--- src/rtl/mul_div_unit_pkg.sv ---
// Shared types for the execute-stage multiply/divide unit.
package mul_div_unit_pkg;

  typedef logic [31:0] Vec32;

  typedef enum logic [2:0] {
    MD_MULT  = 3'd0,
    MD_MULTU = 3'd1,
    MD_DIV   = 3'd2,
    MD_DIVU  = 3'd3,
    MD_MTHI  = 3'd4,
    MD_MTLO  = 3'd5
  } MdOp;

  typedef enum logic [1:0] {
    StIdle,
    StRun,
    StFix
  } MdState;

  localparam int unsigned MD_ITERATIONS = 32;

  function automatic Vec32 magnitude(input Vec32 value, input logic isSigned);
    return (isSigned && value[31]) ? -value : value;
  endfunction

endpackage

--- src/rtl/div_step.sv ---
// One restoring-division iteration: shift in a dividend bit, subtract the divisor if it fits.
module div_step
  import mul_div_unit_pkg::*;
(
  input  logic [31:0] remainder,
  input  logic        dividendBit,
  input  logic [31:0] divisor,
  output logic [31:0] newRemainder,
  output logic        quotientBit
);

  logic [32:0] shifted;
  Vec32        diff;

  always_comb begin
    shifted      = {remainder, dividendBit};
    // The partial remainder stays below the divisor, so a 32-bit difference is exact when it fits.
    diff         = shifted[31:0] - divisor;
    quotientBit  = (shifted >= {1'b0, divisor});
    newRemainder = quotientBit ? diff : shifted[31:0];
  end

endmodule

--- src/rtl/mul_div_unit.sv ---
// Iterative 32-cycle multiply/divide unit owning the architectural HI/LO registers.
module mul_div_unit
  import mul_div_unit_pkg::*;
(
  input  logic        clock,
  input  logic        reset,
  input  logic        start,
  input  logic [2:0]  op,
  input  logic [31:0] operandA,
  input  logic [31:0] operandB,
  output logic        busy,
  output logic        done,
  output logic [31:0] hi,
  output logic [31:0] lo
);

  MdState      stateQ, stateD;
  logic [5:0]  cntQ, cntD;
  logic        isDivQ, isDivD;
  logic        signAQ, signAD, signBQ, signBD;
  Vec32        magAQ, magAD, magBQ, magBD, rawAQ, rawAD;
  logic [63:0] accQ, accD;
  Vec32        hiQ, hiD, loQ, loD;
  logic        doneQ, doneD;

  logic        startSigned, startIsDiv;
  logic [32:0] mulSum;
  logic [63:0] mulNext, product;
  Vec32        divRem, quotient, remainder;
  logic        divBit;

  div_step divStep (
    .remainder    (accQ[63:32]),
    .dividendBit  (accQ[31]),
    .divisor      (magBQ),
    .newRemainder (divRem),
    .quotientBit  (divBit)
  );

  // Accumulator layout: multiply keeps {partial product, remaining multiplier bits};
  // divide keeps {partial remainder, dividend bits shifting out / quotient bits shifting in}.
  assign mulSum  = {1'b0, accQ[63:32]} + (accQ[0] ? {1'b0, magAQ} : 33'd0);
  assign mulNext = {mulSum, accQ[31:1]};

  assign product   = (signAQ ^ signBQ) ? -accQ : accQ;
  assign quotient  = (signAQ ^ signBQ) ? -accQ[31:0] : accQ[31:0];
  assign remainder = signAQ ? -accQ[63:32] : accQ[63:32];

  assign startSigned = (op == MD_MULT) || (op == MD_DIV);
  assign startIsDiv  = (op == MD_DIV) || (op == MD_DIVU);

  always_comb begin
    stateD = stateQ;
    cntD   = cntQ;
    isDivD = isDivQ;
    signAD = signAQ;
    signBD = signBQ;
    magAD  = magAQ;
    magBD  = magBQ;
    rawAD  = rawAQ;
    accD   = accQ;
    hiD    = hiQ;
    loD    = loQ;
    doneD  = 1'b0;
    unique case (stateQ)
      StIdle: begin
        if (start) begin
          case (op)
            MD_MULT, MD_MULTU, MD_DIV, MD_DIVU: begin
              isDivD = startIsDiv;
              signAD = startSigned & operandA[31];
              signBD = startSigned & operandB[31];
              magAD  = magnitude(operandA, startSigned);
              magBD  = magnitude(operandB, startSigned);
              rawAD  = operandA;
              accD   = {32'd0, startIsDiv ? magnitude(operandA, startSigned)
                                          : magnitude(operandB, startSigned)};
              cntD   = '0;
              stateD = StRun;
            end
            MD_MTHI: hiD = operandA;
            MD_MTLO: loD = operandA;
            default: ;
          endcase
        end
      end
      StRun: begin
        accD = isDivQ ? {divRem, accQ[30:0], divBit} : mulNext;
        cntD = cntQ + 6'd1;
        if (cntQ == 6'(MD_ITERATIONS - 1)) stateD = StFix;
      end
      StFix: begin
        if (!isDivQ) begin
          {hiD, loD} = product;
        end else if (magBQ == '0) begin
          loD = '1;
          hiD = rawAQ;
        end else begin
          loD = quotient;
          hiD = remainder;
        end
        doneD  = 1'b1;
        stateD = StIdle;
      end
      default: stateD = StIdle;
    endcase
  end

  always_ff @(posedge clock) begin
    if (reset) begin
      stateQ <= StIdle;
      cntQ   <= '0;
      isDivQ <= 1'b0;
      signAQ <= 1'b0;
      signBQ <= 1'b0;
      magAQ  <= '0;
      magBQ  <= '0;
      rawAQ  <= '0;
      accQ   <= '0;
      hiQ    <= '0;
      loQ    <= '0;
      doneQ  <= 1'b0;
    end else begin
      stateQ <= stateD;
      cntQ   <= cntD;
      isDivQ <= isDivD;
      signAQ <= signAD;
      signBQ <= signBD;
      magAQ  <= magAD;
      magBQ  <= magBD;
      rawAQ  <= rawAD;
      accQ   <= accD;
      hiQ    <= hiD;
      loQ    <= loD;
      doneQ  <= doneD;
    end
  end

  assign busy = (stateQ != StIdle);
  assign done = doneQ;
  assign hi   = hiQ;
  assign lo   = loQ;

endmodule

--- config.mk ---
export PLATFORM = sky130hd
export DESIGN_NAME = mul_div_unit
export DESIGN_NICKNAME = d
export VERILOG_FILES = /design/src/rtl/mul_div_unit_pkg.sv /design/src/rtl/div_step.sv /design/src/rtl/mul_div_unit.sv
export SDC_FILE = /design/constraint.sdc
export NUM_CORES = 1
export LEC_CHECK = 0
export ABC_CLOCK_PERIOD_IN_PS = 7600
export CAP_MARGIN = 40
export CELL_PAD_IN_SITES_DETAIL_PLACEMENT = 0
export CELL_PAD_IN_SITES_GLOBAL_PLACEMENT = 1
export CORE_ASPECT_RATIO = 0.7
export CORE_UTILIZATION = 29
export DETAILED_ROUTE_END_ITERATION = 16
export GPL_ROUTABILITY_DRIVEN = 1
export GPL_TIMING_DRIVEN = 0
export PLACE_DENSITY_LB_ADDON = 0.25
export SKIP_CTS_REPAIR_TIMING = 1
export SYNTH_ARGS = -nofsm -noshare
export SYNTH_HDL_FRONTEND = slang
export SYNTH_SLANG_ARGS = --single-unit
export TNS_END_PERCENT = 5
--- constraint.sdc ---
create_clock -name clock -period 7.6 [get_ports clock]
set_clock_uncertainty 0.1 [all_clocks]
set_input_delay 1.14 -clock clock [delete_from_list [all_inputs] [get_ports clock]]
set_output_delay 1.14 -clock clock [all_outputs]
set_load 0.01 [all_outputs]
==> run summary, run 1 <==
Post-synth EDFFs - 0
cells on worst reg2reg path - 13
Die Ht - 209 µm
Syn Area/Cell - 7.41 µm²
Hold Path Class - reg -> reg
clk_lat worst skew - 0.60 ns
RSZ-0062 raised after global routing - false
H-Tree Depth - 1
Post-Syn Nets - 2,528
Post-Synthesis Cells - 2,387
DR iter-0 viols - 2,541
total congestion overflow - 0
Period minus WS final - 5.00 ns
row count - 75
TritonCTS clock tree - built
IO Pins - 136
worst hold path cell count - 2
# nets final - 2,694
Worst R2R Setup Slack - 2.60 ns
Synth Flop Type - dfxtp_1
max-cap viol count - 0
Async SR Flop Fraction - 0
clock buffer depth - 3
clk sink count - 235
maximum VDD drop - 0.181 mV
largest net degree at the start of global routing - 15
Max FO, Critical Path - 10
core area - 0.0601 mm²
max-slew violations - 0
routed wire length - 91,000 µm
Hold Fails Final Rpt - 0
drt wl/cell - 26.9 µm
Power Density - 174 mW/mm²
DIE AREA - 0.0620 mm²
Setup CP Type - reg -> reg
worst setup margin - 2.60 ns
number of global-route vias before repair - 18,259
share of layout cells above drive strength 1 - 0.0517
Critical Path Start Type - flop
Required @ worst endpoint - 7.94 ns
Antenna Nets Post-Route - 0
Final Setup Violations - 0
Layout fillers - 6,496
DRC - 0
Die Wd - 297 µm
Synth Warn # - 0
DP Wirelength - 74,500 µm
Num CTS Buffers - 26
Reg2Reg Capture Point - accQ[56]$_SDFFE_PP0P_
fin util - 0.350
total negative setup slack - 0 ns
#FFs+latches synth - 235
worst slack at placement - 2.86 ns
leakage power total - 0.00772 µW
Area contributors post-synth - dfxtp_1 (27%), a21oi_1 (7.9%), nand2_1 (6.2%), xnor2_1 (5.2%), ha_1 (4.9%)
clk root buf - clkbuf_16
Slew @ Worst Pin - 0.976 ns
crit end category - flop
r2r startpoint - accQ[0]$_SDFFE_PP0P_
fin crit share - 0.658
wire length of the first global-routing pass - 130,000 µm
Initial DRT Pass Iterations - 6
vias post-DR - 19,651
Port Buf Inserts - 122
overall global routing resource usage - 0.284
Distinct cells, synth - 94
status - completed
sequential cell area fraction in the yosys report - 0.266
area delta synth->final - 19.0%
Starting Density - 0.294
post-route cell area - 0.0210 mm²
Synth top area share - 0.266
GPL Wtd Cong - 0.990
initial antenna violation count - 2
Worst Hold Endpoint - rawAQ[8]$_SDFFE_PP0P_
Synth area leader - dfxtp_1
routed vias/inst - 5.81
Slew HR - 0.343
min-delay src - rawAQ[8]$_SDFFE_PP0P_
Cell Area, Synth - 0.0177 mm²
Arr. time, crit path - 5.34 ns
area of placed instances - 0.0201 mm²
CTS clk-pin slew, worst paths - 0.06 ns
fmax - 200 MHz
-- cells in the final DEF (no fill, tap or decap), types with 12 or more instances in the layout --
cell type          n
a21o_1            30
nor2_1           210
buf_2             20
nand3_1           34
inv_1             69
dfxtp_1          235
nor2b_1           15
o31ai_1           20
nand2_1          294
xnor2_1          104
nand4_1           13
or3_1             12
or4_1             13
clkbuf_1         166
o21ai_0          132
o221ai_1          41
nor3_1            57
o22ai_1           12
a211oi_1          79
and3_1            17
nor4_1            25
clkbuf_16         26
and2_1            38
ha_1              69
clkdlybuf4s50_1  122
nand2b_1          13
buf_1             12
xor2_1            83
mux2i_1           49
a22oi_1           28
a31oi_1           21
a21oi_1          278
o211ai_1          27
-- power breakdown --
| part | leakage [µW] | total, µW | switching, µW | internal [µW] |
|---|---|---|---|---|
| logic | 0.00534 | 838 | 557 | 281 |
| registers | 0.00192 | 1360 | 71.4 | 1290 |
| clock network | 0.000466 | 1460 | 611 | 854 |
-- cell usage after synthesis, types with 8 or more instances --
| cell | instances |
|---|---|
| nand3_1 | 34 |
| nand2_1 | 294 |
| a31oi_1 | 21 |
| nor4_1 | 25 |
| o31ai_1 | 20 |
| ha_1 | 69 |
| a211oi_1 | 79 |
| o31a_1 | 8 |
| o22ai_1 | 12 |
| a221oi_1 | 10 |
| or3_1 | 12 |
| inv_1 | 69 |
| or2_2 | 10 |
| and3_1 | 17 |
| nor2_1 | 210 |
| nor2b_1 | 15 |
| buf_2 | 19 |
| o221ai_1 | 41 |
| o211ai_1 | 27 |
| a311oi_1 | 9 |
| nand2b_1 | 13 |
| clkbuf_1 | 160 |
| xor2_1 | 83 |
| buf_1 | 11 |
| o21bai_1 | 10 |
| nand4_1 | 13 |
| a22oi_1 | 28 |
| o21ai_0 | 132 |
| and2_1 | 38 |
| mux2i_1 | 49 |
| dfxtp_1 | 235 |
| a21o_1 | 30 |
| xnor2_1 | 104 |
| a21oi_1 | 278 |
| nor3_1 | 57 |
| or4_1 | 13 |
-- cell families (layout without fill, tap and decap cells) --
kind of cell / after synthesis / in the layout / synth area share
simple gates: 801 / 801 / 0.219
compound gates: 776 / 776 / 0.282
buf+inv: 264 / 450 / 0.0587
flops: 235 / 235 / 0.266
xor+xnor: 187 / 187 / 0.0926
fa+ha+maj: 71 / 71 / 0.0511
mux: 53 / 53 / 0.0303
other cells: 0 / 2 / 0
-- stage by stage --
stage | hold slack [ns] | power, µW | cells
3_3_place_gp | 0.341 | 2190 | 3317
2_1_floorplan | 0.332 | 1840 | 2387
6_report | 0.352 | 3660 | 3383
3_5_place_dp | 0.343 | 2200 | 3333
5_1_grt | 0.368 | 3780 | 3381
4_1_cts | 0.352 | 3650 | 3381
-- per-layer routing --
layer | wire, µm | track usage | vias to the layer above
met2 | 35700 | 0.391 | 913
met3 | 9360 | 0.0621 | 97
li1 | - | - | 8965
met4 | 1310 | 0.0398 | 0
met1 | 44600 | 0.448 | 9676
met5 | 0 | 0 | -
-- critical path, stage by stage, from the launching register on --
cell and delay (ns):
dfxtp_1 0.31, clkbuf_1 0.59, clkbuf_1 0.30, and2_1 0.28, ha_1 0.15, clkbuf_1 0.35, nand4_1 0.16, nor4_1 0.77
o22ai_1 0.35, o311ai_1 0.66, a221oi_1 0.25, o21ai_1 0.28, mux2i_1 0.22, o211ai_1 0.09
-- flip-flops by register name, summed over array words and instances, names as in the netlist --
name	count
accQ	64
cntQ	6
done	1
hi	32
isDivQ	1
lo	32
magAQ	32
magBQ	32
rawAQ	31
signAQ	1
signBQ	1
stateQ	2
-- final cells by class --
cell class	count	area (µm²)	share of cell area
clock inverter	11	209	0.00993
inverter	70	263	0.0125
buffer	194	774	0.0368
timing repair buffer	138	1390	0.0660
tap	808	1010	0.0481
multi-input combinational	1888	11900	0.568
antenna	2	5.00	0.000238
sequential	235	4700	0.224
clock buffer	37	742	0.0353
-- worst max path at each step --
stage | from | endpoint | slack, ns | cells after the start
final | accQ[0]$_SDFFE_PP0P_ | accQ[56]$_SDFFE_PP0P_ | 2.60 | 13
after global routing | accQ[0]$_SDFFE_PP0P_ | accQ[56]$_SDFFE_PP0P_ | 2.41 | 13
after CTS | accQ[0]$_SDFFE_PP0P_ | accQ[56]$_SDFFE_PP0P_ | 2.93 | 13
after detailed placement | operandA[4] | accQ[27]$_SDFFE_PP0P_ | 2.86 | 10
after global placement | accQ[0]$_SDFFE_PP0P_ | accQ[56]$_SDFFE_PP0P_ | 2.39 | 13
after floorplan | operandB[1] | accQ[28]$_SDFFE_PP0P_ | 3.96 | 11
Power figures use the tool's default switching activity.
==> inputs of run 2 (changes only) <==
--- a/config.mk
+++ b/config.mk
@@ -5,7 +5,7 @@
 export SDC_FILE = /design/constraint.sdc
 export NUM_CORES = 1
 export LEC_CHECK = 0
-export ABC_CLOCK_PERIOD_IN_PS = 7600
+export ABC_CLOCK_PERIOD_IN_PS = 5200
 export CAP_MARGIN = 40
 export CELL_PAD_IN_SITES_DETAIL_PLACEMENT = 0
 export CELL_PAD_IN_SITES_GLOBAL_PLACEMENT = 1
==> constraint.sdc (replaced) <==
create_clock -name clock -period 5.2 [get_ports clock]
set_clock_uncertainty 0.1 [all_clocks]
set_input_delay 0.78 -clock clock [delete_from_list [all_inputs] [get_ports clock]]
set_output_delay 0.78 -clock clock [all_outputs]
set_load 0.01 [all_outputs]
==> results of run 2 <==
Same layout as run 1 (identical final DEF). Status: completed.
Among the figures that moved: setup slack after placement 2.86 ns -> 0.566 ns; setup slack after layout 2.60 ns -> 0.200 ns; register-to-register setup slack 2.60 ns -> 0.20 ns; total power 3660 µW -> 5360 µW; worst IR drop on VDD 0.181 mV -> 0.265 mV
==> inputs of run 3 (changes only) <==
--- a/config.mk
+++ b/config.mk
@@ -14,7 +14,7 @@
 export DETAILED_ROUTE_END_ITERATION = 16
 export GPL_ROUTABILITY_DRIVEN = 1
 export GPL_TIMING_DRIVEN = 0
-export PLACE_DENSITY_LB_ADDON = 0.25
+export PLACE_DENSITY = 0.67
 export SKIP_CTS_REPAIR_TIMING = 1
 export SYNTH_ARGS = -nofsm -noshare
 export SYNTH_HDL_FRONTEND = slang
==> constraint.sdc (replaced) <==
create_clock -name clock -period 5.2 [get_ports clock]
set_clock_uncertainty 0.1 [all_clocks]
set_input_delay 0.78 -clock clock [delete_from_list [all_inputs] [get_ports clock]]
set_output_delay 0.78 -clock clock [all_outputs]
set_load 0.02 [all_outputs]
==> run 3 against run 2 <==
Cell count shrank 0.24%. Die area is the same. Combinational power is essentially flat. Sequential share of layout area rose by 0.21 points. Clock-buffer cell count shrank 1. Total power down 6.3%. Non-clock buffer count down 1. Worst setup slack gained 0.26 ns. Sequential power hardly changed. First-iteration DRC count down 7.1%. Register-to-register slack better by 0.26 ns. Routed wire length down 1.5%. Largest cell class unchanged. Largest power group is now sequential cells.
==> run summary, run 3 (same netlist as run 1, synthesis figures left out) <==
Num CTS Buffers - 25 (was 26)
Port Buf Inserts - 122 (unchanged)
share of layout cells above drive strength 1 - 0.0483 (was 0.0517)
row count - 75 (unchanged)
Die Ht - 209 µm (unchanged)
GPL Wtd Cong - 1.01 (was 0.990)
routed vias/inst - 5.79 (was 5.81)
Setup CP Type - reg -> reg (unchanged)
clk_lat worst skew - 0.59 ns (was 0.60 ns)
area delta synth->final - 17.8% (was 19.0%)
Period minus WS final - 4.74 ns (was 5.00 ns)
r2r startpoint - accQ[0]$_SDFFE_PP0P_ (unchanged)
Slew @ Worst Pin - 0.981 ns (was 0.976 ns)
drt wl/cell - 26.6 µm (was 26.9 µm)
DR iter-0 viols - 2,360 (was 2,541)
Required @ worst endpoint - 5.55 ns (was 5.54 ns)
CTS clk-pin slew, worst paths - 0.06 ns (about the same)
switching pwr - 1750 µW (was 1810 µW)
P_int - 3260 µW (was 3540 µW)
Final Setup Violations - 0 (unchanged)
Pwr Total - 5020 µW (was 5360 µW)
RSZ-0062 raised after global routing - false (unchanged)
Antenna Nets Post-Route - 0 (unchanged)
post-route cell area - 0.0208 mm² (was 0.0210 mm²)
clk sink count - 235 (unchanged)
overall global routing resource usage - 0.280 (was 0.284)
total congestion overflow - 0 (unchanged)
IO Pins - 136 (unchanged)
status - completed (unchanged)
# nets final - 2,692 (was 2,694)
vias post-DR - 19,557 (was 19,651)
Max FO, Critical Path - 10 (unchanged)
sequential share of power - 0.396 (was 0.372)
fin crit share - 0.912 (was 0.962)
clk root buf - clkbuf_16 (unchanged)
Die Wd - 297 µm (unchanged)
Largest Register - accQ (unchanged)
Reg2Reg Capture Point - accQ[56]$_SDFFE_PP0P_ (unchanged)
routed wire length - 89,600 µm (was 91,000 µm)
fmax - 211 MHz (was 200 MHz)
Logic pwr share - 0.246 (was 0.229)
Power Density - 241 mW/mm² (was 255 mW/mm²)
Hold Path Class - reg -> reg (unchanged)
clock buffer depth - 3 (unchanged)
H-Tree Depth - 1 (unchanged)
Worst R2R Setup Slack - 0.46 ns (was 0.20 ns)
Starting Density - 0.294 (unchanged)
number of global-route vias before repair - 18,171 (was 18,259)
area of placed instances - 0.0201 mm² (about the same)
initial antenna violation count - 7 (was 2)
largest net degree at the start of global routing - 14 (was 15)
TritonCTS clock tree - built (unchanged)
maximum VDD drop - 0.235 mV (was 0.265 mV)
DP Wirelength - 73,500 µm (was 74,500 µm)
max-slew violations - 0 (unchanged)
clock share of power - 0.359 (was 0.400)
Arr. time, crit path - 5.09 ns (was 5.34 ns)
min-delay src - hi[0]$_SDFFE_PP0P_ (was rawAQ[8]$_SDFFE_PP0P_)
Hold Fails Final Rpt - 0 (unchanged)
max reg flops - 64 (unchanged)
Initial DRT Pass Iterations - 6 (unchanged)
core area - 0.0601 mm² (unchanged)
Worst Hold Endpoint - hi[0]$_SDFFE_PP0P_ (was rawAQ[8]$_SDFFE_PP0P_)
most common cell after layout, fill and taps aside - nand2_1 (unchanged)
leakage power total - 0.00763 µW (was 0.00772 µW)
cells on worst reg2reg path - 13 (unchanged)
max-cap viol count - 0 (unchanged)
wire length of the first global-routing pass - 127,000 µm (was 130,000 µm)
Layout fillers - 6,536 (was 6,496)
crit end category - flop (unchanged)
DIE AREA - 0.0620 mm² (unchanged)
Slew HR - 0.340 (was 0.343)
DRC - 0 (unchanged)
Critical Path Start Type - flop (unchanged)
commonest non-fill, non-tap cells in the layout - nand2_1 (294), a21oi_1 (278), dfxtp_1 (235), nor2_1 (210), clkbuf_1 (169) (was nand2_1 (294), a21oi_1 (278), dfxtp_1 (235), nor2_1 (210), clkbuf_1 (166))
worst hold path cell count - 2 (unchanged)
switching share of power - 0.349 (was 0.338)
run 3: changes by cell type in the layout (fill, tap and decap cells not counted), sizes merged:
cell	before	now
bufinv	5	1
clkinv	6	5
buf	49	48
clkbuf	197	196
diode	2	1
run 3: power groups by stage:
stage,Clock [µW],Combinational [µW],Sequential (µW)
after floorplan,0,714,1990
after global routing,1880,1310,1990
after CTS,1810,1200,1980
after detailed placement,0,1190,2020
final,1800,1230,1980
after global placement,0,1180,2020
run 3: routing by layer:
metal  global-route usage  vias to the layer above  wire length [µm]
met5                    0                        -                23
li1                     -                     8944                 -
met1                0.411                     9534             42200
met4               0.0521                        4              1940
met2                0.374                      952             33900
met3                0.116                      123             11600
run 3: layout make-up:
cell class              count  area (µm²)  share of cell area
clock inverters             6        70.1             0.00336
multi-input cells        1888       11900               0.573
inverters                  70         263              0.0126
repair buffers            137        1380              0.0664
diodes                      1        2.50            0.000120
well taps                 808        1010              0.0485
flip-flops and latches    235        4700               0.226
plain buffers             194         774              0.0372
clock buffers              36         687              0.0330
run 3: worst max-delay path by stage:
stage | to | from | cells after the start
2_1_floorplan | accQ[56]$_SDFFE_PP0P_ | accQ[0]$_SDFFE_PP0P_ | 13
3_3_place_gp | accQ[56]$_SDFFE_PP0P_ | accQ[0]$_SDFFE_PP0P_ | 13
3_5_place_dp | accQ[56]$_SDFFE_PP0P_ | accQ[0]$_SDFFE_PP0P_ | 13
4_1_cts | accQ[56]$_SDFFE_PP0P_ | accQ[0]$_SDFFE_PP0P_ | 13
5_1_grt | accQ[56]$_SDFFE_PP0P_ | accQ[0]$_SDFFE_PP0P_ | 13
6_report | accQ[56]$_SDFFE_PP0P_ | accQ[0]$_SDFFE_PP0P_ | 13
run 3: per-stage QoR:
step                setup TNS [ns]  worst slack (ns)  cells  hold slack, ns  utilization
global route                     0             0.206   3374           0.374        0.347
CTS                              0             0.569   3372           0.356        0.346
detailed placement               0             0.585   3330           0.347        0.334
floorplan                        0              1.92   2387           0.332            -
finish                           0             0.459   3375           0.356        0.347
global placement           -0.0271           -0.0271   3317           0.343        0.332
run 3: worst max-delay path, cell delays in order, from the launching register on:
cell and delay, ns:
dfxtp_1 0.31, clkbuf_1 0.59, clkbuf_1 0.35, and2_1 0.30, ha_1 0.15, clkbuf_1 0.31, nand4_1 0.14, nor4_1 0.62
o22ai_1 0.32, o311ai_1 0.59, a221oi_1 0.25, o21ai_1 0.23, mux2i_1 0.24, o211ai_1 0.10
